## src/rtl/usb_cmd_pkg.sv

```systemverilog
// Shared constants and types for the USB command frame parser.
// A frame is AA 55 | cmd | lenH | lenL | payload[len] | checksum.
package usb_cmd_pkg;

    localparam logic [7:0] FRAME_HDR0 = 8'hAA;
    localparam logic [7:0] FRAME_HDR1 = 8'h55;

    localparam logic [7:0] CMD_I2C_CONFIG       = 8'h04;
    localparam logic [7:0] CMD_I2C_WRITE        = 8'h05;
    localparam logic [7:0] CMD_I2C_READ         = 8'h06;
    localparam logic [7:0] CMD_I2C_WRITE_NOADDR = 8'h12;
    localparam logic [7:0] CMD_I2C_READ_NOADDR  = 8'h13;

    typedef enum logic [3:0] {
        ST_IDLE,
        ST_HDR2,
        ST_CMD,
        ST_LEN_H,
        ST_LEN_L,
        ST_PAYLOAD,
        ST_CKSUM,
        ST_ANNOUNCE,
        ST_DRAIN,
        ST_DONE
    } parser_state_t;

endpackage

```

## src/rtl/frame_payload_ram.sv

```systemverilog
// Payload buffer: one write port, one read port with a registered read.
// No reset on the array or the read register so it maps onto block RAM.
module frame_payload_ram #(
    parameter int ADDR_W = 7
) (
    input  logic              clk,
    input  logic              i_wr_en,
    input  logic [ADDR_W-1:0] i_wr_addr,
    input  logic [7:0]        i_wr_data,
    input  logic [ADDR_W-1:0] i_rd_addr,
    output logic [7:0]        o_rd_data
);

    logic [7:0] r_mem [2**ADDR_W];
    logic [7:0] r_rd_data;

    always_ff @(posedge clk) begin
        if (i_wr_en) begin
            r_mem[i_wr_addr] <= i_wr_data;
        end
        r_rd_data <= r_mem[i_rd_addr];
    end

    assign o_rd_data = r_rd_data;

endmodule

```

## src/rtl/usb_cmd_frame_parser.sv

```systemverilog
// Deframes the USB byte stream, verifies the checksum over a buffered payload,
// then announces the command and streams the payload to handlers (valid/ready).
module usb_cmd_frame_parser
    import usb_cmd_pkg::*;
#(
    parameter int MAX_PAYLOAD    = 128,
    parameter int TIMEOUT_CYCLES = 500000,
    parameter int ADDR_W         = 7
) (
    input  logic        clk,
    input  logic        rst,
    input  logic [7:0]  usb_data_in,
    input  logic        usb_data_valid_in,
    output logic        cmd_start,
    output logic [7:0]  cmd_code,
    output logic [15:0] cmd_len,
    output logic [7:0]  cmd_data,
    output logic        cmd_data_valid,
    input  logic        cmd_data_ready,
    output logic        cmd_done,
    output logic        busy,
    output logic        err_checksum,
    output logic        err_length,
    output logic        err_timeout,
    output logic        err_overrun
);

    localparam int TMO_W = $clog2(TIMEOUT_CYCLES + 1);

    parser_state_t     r_state, w_state_next;
    logic [7:0]        r_cmd_work, r_len_hi, r_sum, r_cmd_code;
    logic [15:0]       r_len_work, r_cmd_len;
    logic [ADDR_W-1:0] r_wr_idx, r_rd_idx;
    logic [TMO_W-1:0]  r_tmo_cnt;
    logic              r_err_checksum, r_err_length, r_err_timeout, r_err_overrun;

    logic              w_timed, w_timeout, w_byte, w_wr_en, w_xfer;
    logic              w_wr_last, w_rd_last, w_cksum_ok, w_len_bad;
    logic [15:0]       w_len_rx;
    logic [ADDR_W-1:0] w_rd_addr;
    logic [7:0]        w_rd_data;

    assign w_timed    = r_state inside {ST_HDR2, ST_CMD, ST_LEN_H, ST_LEN_L, ST_PAYLOAD, ST_CKSUM};
    assign w_timeout  = w_timed && (r_tmo_cnt == TMO_W'(TIMEOUT_CYCLES - 1));
    // A byte landing on the expiry cycle is discarded along with the frame.
    assign w_byte     = usb_data_valid_in && !w_timeout;
    assign w_len_rx   = {r_len_hi, usb_data_in};
    assign w_len_bad  = w_len_rx > 16'(MAX_PAYLOAD);
    assign w_cksum_ok = usb_data_in == r_sum;
    assign w_wr_last  = {{(16-ADDR_W){1'b0}}, r_wr_idx} == r_len_work - 16'd1;
    assign w_rd_last  = {{(16-ADDR_W){1'b0}}, r_rd_idx} == r_cmd_len - 16'd1;
    assign w_xfer     = (r_state == ST_DRAIN) && cmd_data_ready;
    assign w_wr_en    = (r_state == ST_PAYLOAD) && w_byte;
    // Prefetch the next address on a transfer so sustained ready has no bubbles.
    assign w_rd_addr  = w_xfer ? r_rd_idx + ADDR_W'(1) : r_rd_idx;

    frame_payload_ram #(.ADDR_W(ADDR_W)) u_payload_ram (
        .clk       (clk),
        .i_wr_en   (w_wr_en),
        .i_wr_addr (r_wr_idx),
        .i_wr_data (usb_data_in),
        .i_rd_addr (w_rd_addr),
        .o_rd_data (w_rd_data)
    );

    always_ff @(posedge clk) begin
        if (rst) r_state <= ST_IDLE;
        else     r_state <= w_state_next;
    end

    always_comb begin
        w_state_next = r_state;
        if (w_timeout) begin
            w_state_next = ST_IDLE;
        end else begin
            case (r_state)
                ST_IDLE:     if (usb_data_valid_in && usb_data_in == FRAME_HDR0) w_state_next = ST_HDR2;
                ST_HDR2:     if (usb_data_valid_in) begin
                                 if (usb_data_in == FRAME_HDR1)      w_state_next = ST_CMD;
                                 else if (usb_data_in != FRAME_HDR0) w_state_next = ST_IDLE;
                             end
                ST_CMD:      if (usb_data_valid_in) w_state_next = ST_LEN_H;
                ST_LEN_H:    if (usb_data_valid_in) w_state_next = ST_LEN_L;
                ST_LEN_L:    if (usb_data_valid_in) begin
                                 if (w_len_bad)              w_state_next = ST_IDLE;
                                 else if (w_len_rx == 16'd0) w_state_next = ST_CKSUM;
                                 else                        w_state_next = ST_PAYLOAD;
                             end
                ST_PAYLOAD:  if (usb_data_valid_in && w_wr_last) w_state_next = ST_CKSUM;
                ST_CKSUM:    if (usb_data_valid_in) w_state_next = w_cksum_ok ? ST_ANNOUNCE : ST_IDLE;
                ST_ANNOUNCE: w_state_next = (r_cmd_len == 16'd0) ? ST_DONE : ST_DRAIN;
                ST_DRAIN:    if (w_xfer && w_rd_last) w_state_next = ST_DONE;
                ST_DONE:     w_state_next = ST_IDLE;
                default:     w_state_next = ST_IDLE;
            endcase
        end
    end

    always_comb begin
        cmd_start      = r_state == ST_ANNOUNCE;
        cmd_data_valid = r_state == ST_DRAIN;
        cmd_done       = r_state == ST_DONE;
        cmd_data       = cmd_data_valid ? w_rd_data : 8'h00;
        // Stay busy through an error pulse so busy falls the cycle after it.
        busy           = (r_state != ST_IDLE) || r_err_checksum || r_err_length || r_err_timeout;
    end

    always_ff @(posedge clk) begin
        if (rst) begin
            r_cmd_work     <= '0;
            r_len_hi       <= '0;
            r_len_work     <= '0;
            r_sum          <= '0;
            r_cmd_code     <= '0;
            r_cmd_len      <= '0;
            r_wr_idx       <= '0;
            r_rd_idx       <= '0;
            r_tmo_cnt      <= '0;
            r_err_checksum <= 1'b0;
            r_err_length   <= 1'b0;
            r_err_timeout  <= 1'b0;
            r_err_overrun  <= 1'b0;
        end else begin
            r_err_checksum <= 1'b0;
            r_err_length   <= 1'b0;
            r_err_timeout  <= w_timeout;
            r_err_overrun  <= usb_data_valid_in &&
                              (r_state inside {ST_ANNOUNCE, ST_DRAIN, ST_DONE});
            r_tmo_cnt      <= (!w_timed || usb_data_valid_in || w_timeout) ? '0 : r_tmo_cnt + TMO_W'(1);

            if (r_state == ST_DRAIN) begin
                if (w_xfer) r_rd_idx <= r_rd_idx + ADDR_W'(1);
            end else begin
                r_rd_idx <= '0;
            end

            if (w_byte) begin
                case (r_state)
                    ST_CMD: begin
                        r_cmd_work <= usb_data_in;
                        r_sum      <= usb_data_in;
                    end
                    ST_LEN_H: begin
                        r_len_hi <= usb_data_in;
                        r_sum    <= r_sum + usb_data_in;
                    end
                    ST_LEN_L: begin
                        r_len_work   <= w_len_rx;
                        r_sum        <= r_sum + usb_data_in;
                        r_wr_idx     <= '0;
                        r_err_length <= w_len_bad;
                    end
                    ST_PAYLOAD: begin
                        r_sum    <= r_sum + usb_data_in;
                        r_wr_idx <= r_wr_idx + ADDR_W'(1);
                    end
                    ST_CKSUM: begin
                        if (w_cksum_ok) begin
                            r_cmd_code <= r_cmd_work;
                            r_cmd_len  <= r_len_work;
                        end else begin
                            r_err_checksum <= 1'b1;
                        end
                    end
                    default: ;
                endcase
            end
        end
    end

    assign cmd_code     = r_cmd_code;
    assign cmd_len      = r_cmd_len;
    assign err_checksum = r_err_checksum;
    assign err_length   = r_err_length;
    assign err_timeout  = r_err_timeout;
    assign err_overrun  = r_err_overrun;

endmodule

```

## config.mk

```make
export PLATFORM = sky130hd
export DESIGN_NAME = usb_cmd_frame_parser
export DESIGN_NICKNAME = d
export VERILOG_FILES = /design/src/rtl/usb_cmd_pkg.sv /design/src/rtl/frame_payload_ram.sv /design/src/rtl/usb_cmd_frame_parser.sv
export SDC_FILE = /design/constraint.sdc
export NUM_CORES = 2
export LEC_CHECK = 0
export CAP_MARGIN = 10
export CORE_MARGIN = 5
export CORE_UTILIZATION = 65
export DETAILED_ROUTE_END_ITERATION = 16
export MAX_ROUTING_LAYER = met4
export PLACE_DENSITY = 0.82
export SYNTH_ARGS = -nofsm -noshare
export SYNTH_HDL_FRONTEND = slang
export SYNTH_SLANG_ARGS = --single-unit
export TNS_END_PERCENT = 1
```

## constraint.sdc

```tcl
create_clock -name clk -period 6.95 [get_ports clk]
set_clock_uncertainty 0.05 [all_clocks]
set_input_delay 1.39 -clock clk [delete_from_list [all_inputs] [get_ports clk]]
set_output_delay 1.39 -clock clk [all_outputs]
set_load 0.1 [all_outputs]
```

==> results.tsv <==
stage	metric	value	unit
outcome	status	finished, final reports clean	
sta	Final Max Tran Viols	0	
synthesis	area share of the leading cell type in the synthesized netlist	0.681	
clock_network	CTS tree	built	
sta	min Tclk post-route	5.57	ns
place	port bufs	51	
sta	worst slew pin tran	1.34	ns
synthesis	Unique masters post-synth	67	
floorplanning	I/O Pins	52	
critical_path	crit start category	register	
clock_network	Max Root-Sink Buffers	3	
global_routing	vias in the first global route	25475	
synthesis	mux contribution to synthesized area	0.122	
finish	area delta synth->final	10.5	%
synthesis	Commonest cells post-synth	edfxtp_1, nor2_1, mux4_2	
synthesis	Avg Inst Size Synth	17.0	µm²
clock_network	CTS clock-pin slew for the worst setup and hold paths	0.06	ns
sta	setup_tns	0	ns
global_routing	grt total ovfl	0	
job	Max-cap violations	0	
critical_path	worst setup path class	register to output pin	
routing	Initial DRT Pass Iterations	6	
synthesis	post-synthesis cell area	45200	µm²
critical_path	CP endpoint kind	output pin	
clock_network	hold-fix buffers at CTS	0	
place	GP Congestion	0.900	
finish	layout cell share with drive strength beyond 1	0.160	
finish	# nets final	2735	
synthesis	Synth Area in Adders	0.00377	
synthesis	count leader, synth	edfxtp_1	
critical_path	Worst EP arrival	4.13	ns
synthesis	top_reg_cell synth	edfxtp_1	
clock_network	clk_lat worst skew	0.67	ns
routing	initial DRC count	4202	
synthesis	largest family of logic cells by synthesized area	multiplexers	
synthesis	sequential share of the synthesized area	0.731	
synthesis	Syn Inst Count	2656	
sta	unrepaired setup endpoints after global routing	no	
power	leakage	15.8	nW
floorplanning	Rows	96	
sta	Final Cycle Share	0.801	
power	VDD IR max	0.000267	V
routing	Residual DRC	0	
finish	Antenna Cells	0	
routing	routed wire length	111	mm
clock_network	Post CTS Setup Buffer Count	0	
sta	Max Clk Rate	0.180	GHz
power	Pwr per Cell Area	269	nW/µm²
synthesis	synth top area cells	edfxtp_1, mux4_2, dfxtp_1	
place	DP HPWL	65.3	mm
routing	ANT nets after route	0	
synthesis	Synth area leader	edfxtp_1	
finish	Core Util, Final	0.726	
synthesis	Synth async-reset ratio	0	
synthesis	Synth Area in Simple Gates	0.0720	
floorplanning	Initial Util	0.657	
sta	Slew Limit Headroom	0.104	
synthesis	Synth Area in Compound Gates	0.0432	
routing	WL/cell	29.8	µm
worst_hold_path	Hold Crit Class	register to register	
clock_network	Inserted Clock Buffers	107	
global_routing	initial antenna violation count	0	
critical_path	CP Data Required Time	5.51	ns
global_routing	GR Util All Layers	0.308	
clock_network	H-tree level count	3	
clock_network	clk sinks	1137	
synthesis	FF+latch count, synth	1137	
synthesis	Post-Synthesis Net Count	2681	
sta	Setup violations, final	0	
synthesis	Yosys warnings	0	
floorplanning	core area	68700	µm²
clock_network	post-CTS resize count	0	
synthesis	EDFF count, synth	1024	
floorplanning	Die Area	74900	µm²
global_routing	pin count of the biggest net entering global routing	100	
critical_path	CP Max Fanout	14	
synthesis	xor/xnor share of the synthesized area	0.00969	
floorplanning	die width	274	µm
clock_network	Root Driver	clkbuf_16	
floorplanning	Chip Height	274	µm
routing	vias post-DR	26009	
routing	Vias/cell	6.97	
sta	final hold vios	0	
global_routing	global-route wire length before repair	167	mm
## flip-flops by register name, summed over array words and instances, names as in the netlist
signal                   count
r_wr_idx                     7
r_len_work                  16
err_checksum                 1
err_overrun                  1
u_payload_ram.o_rd_data      8
cmd_len                     16
cmd_code                     8
r_rd_idx                     7
r_tmo_cnt                   19
r_state                      4
r_cmd_work                   8
err_timeout                  1
err_length                   1
r_sum                        8
u_payload_ram.r_mem       1024
r_len_hi                     8
## worst paths after layout
path / end / cells past startpoint / startpoint / slack (ns)
hold / removal: r_tmo_cnt[0] / 1 / r_tmo_cnt[0] / 0.41
setup reg to reg: u_payload_ram.o_rd_data[4] / 11 / r_state[3] / 2.04
setup / recovery: cmd_data[6] / 4 / r_state[3] / 1.38
hold reg to reg: r_tmo_cnt[0] / 1 / r_tmo_cnt[0] / 0.41
## per-stage QoR
| step | total power [mW] | hold WS [ns] | instance area, µm² | cells | worst slack (ns) |
|---|---|---|---|---|---|
| 2_1_floorplan | 7.71 | 0.380 | 45200 | 2656 | 2.48 |
| 3_3_place_gp | 7.85 | 0.389 | 46500 | 3532 | 1.46 |
| 3_5_place_dp | 7.86 | 0.402 | 46500 | 3532 | 1.37 |
| 4_1_cts | 13.4 | 0.416 | 49900 | 3733 | 1.45 |
| 5_1_grt | 13.8 | 0.445 | 49900 | 3733 | 1.36 |
| 6_report | 13.4 | 0.415 | 49900 | 3733 | 1.38 |
## cell type report
cell class                 count  area, µm²
tap                          931       1160
fill                        3892      18800
clock inverter                69        604
clock buffer                 132       2820
inverter                      16       60.1
timing repair buffer          95        878
multi-input combinational   1353      11400
sequential                  1137      33000
## layout by cell type, fill, tap and decap left out, types with 27 or more instances in the layout
cell type and n:
nor2_1 277, nand3_1 47, and3_1 39, xor2_1 27, clkdlybuf4s50_1 42, buf_4 47
mux2i_1 77, dfxtp_1 113, mux2_2 28, nand2_1 194, o22ai_1 44, mux4_2 197
a31oi_1 30, edfxtp_1 1024, a22oi_1 49, a211oi_1 38, clkbuf_16 108
## report_power, final
part           leakage [nW]  switching (mW)  internal, mW  total (mW)
sequential             10.1          0.0185          7.45        7.47
clock                  1.69            2.51          3.19        5.70
combinational          3.98           0.205        0.0497       0.254
## routing by layer
metal / track usage / share of wire
met1: 0.421 / 0.35
met2: 0.481 / 0.49
met3: 0.0639 / 0.12
met4: 0.0932 / 0.036
met5: - / 0
## worst max-delay path, cell delays in order (launching register included)
cell             delay (ns)
dfxtp_1                0.63
or4b_4                 0.65
inv_1                  0.62
and2_1                 0.37
clkdlybuf4s50_1        1.19
## logic make-up after synthesis
logic type	Yosys count
AND/OR/NAND/NOR	710
XOR/XNOR	50
buffers and inverters	166
flip-flops	1137
adder cells (fa/ha/maj)	13
AO/OA/AOI/OAI	278
multiplexers	302
(Power assumes the default switching activity.)
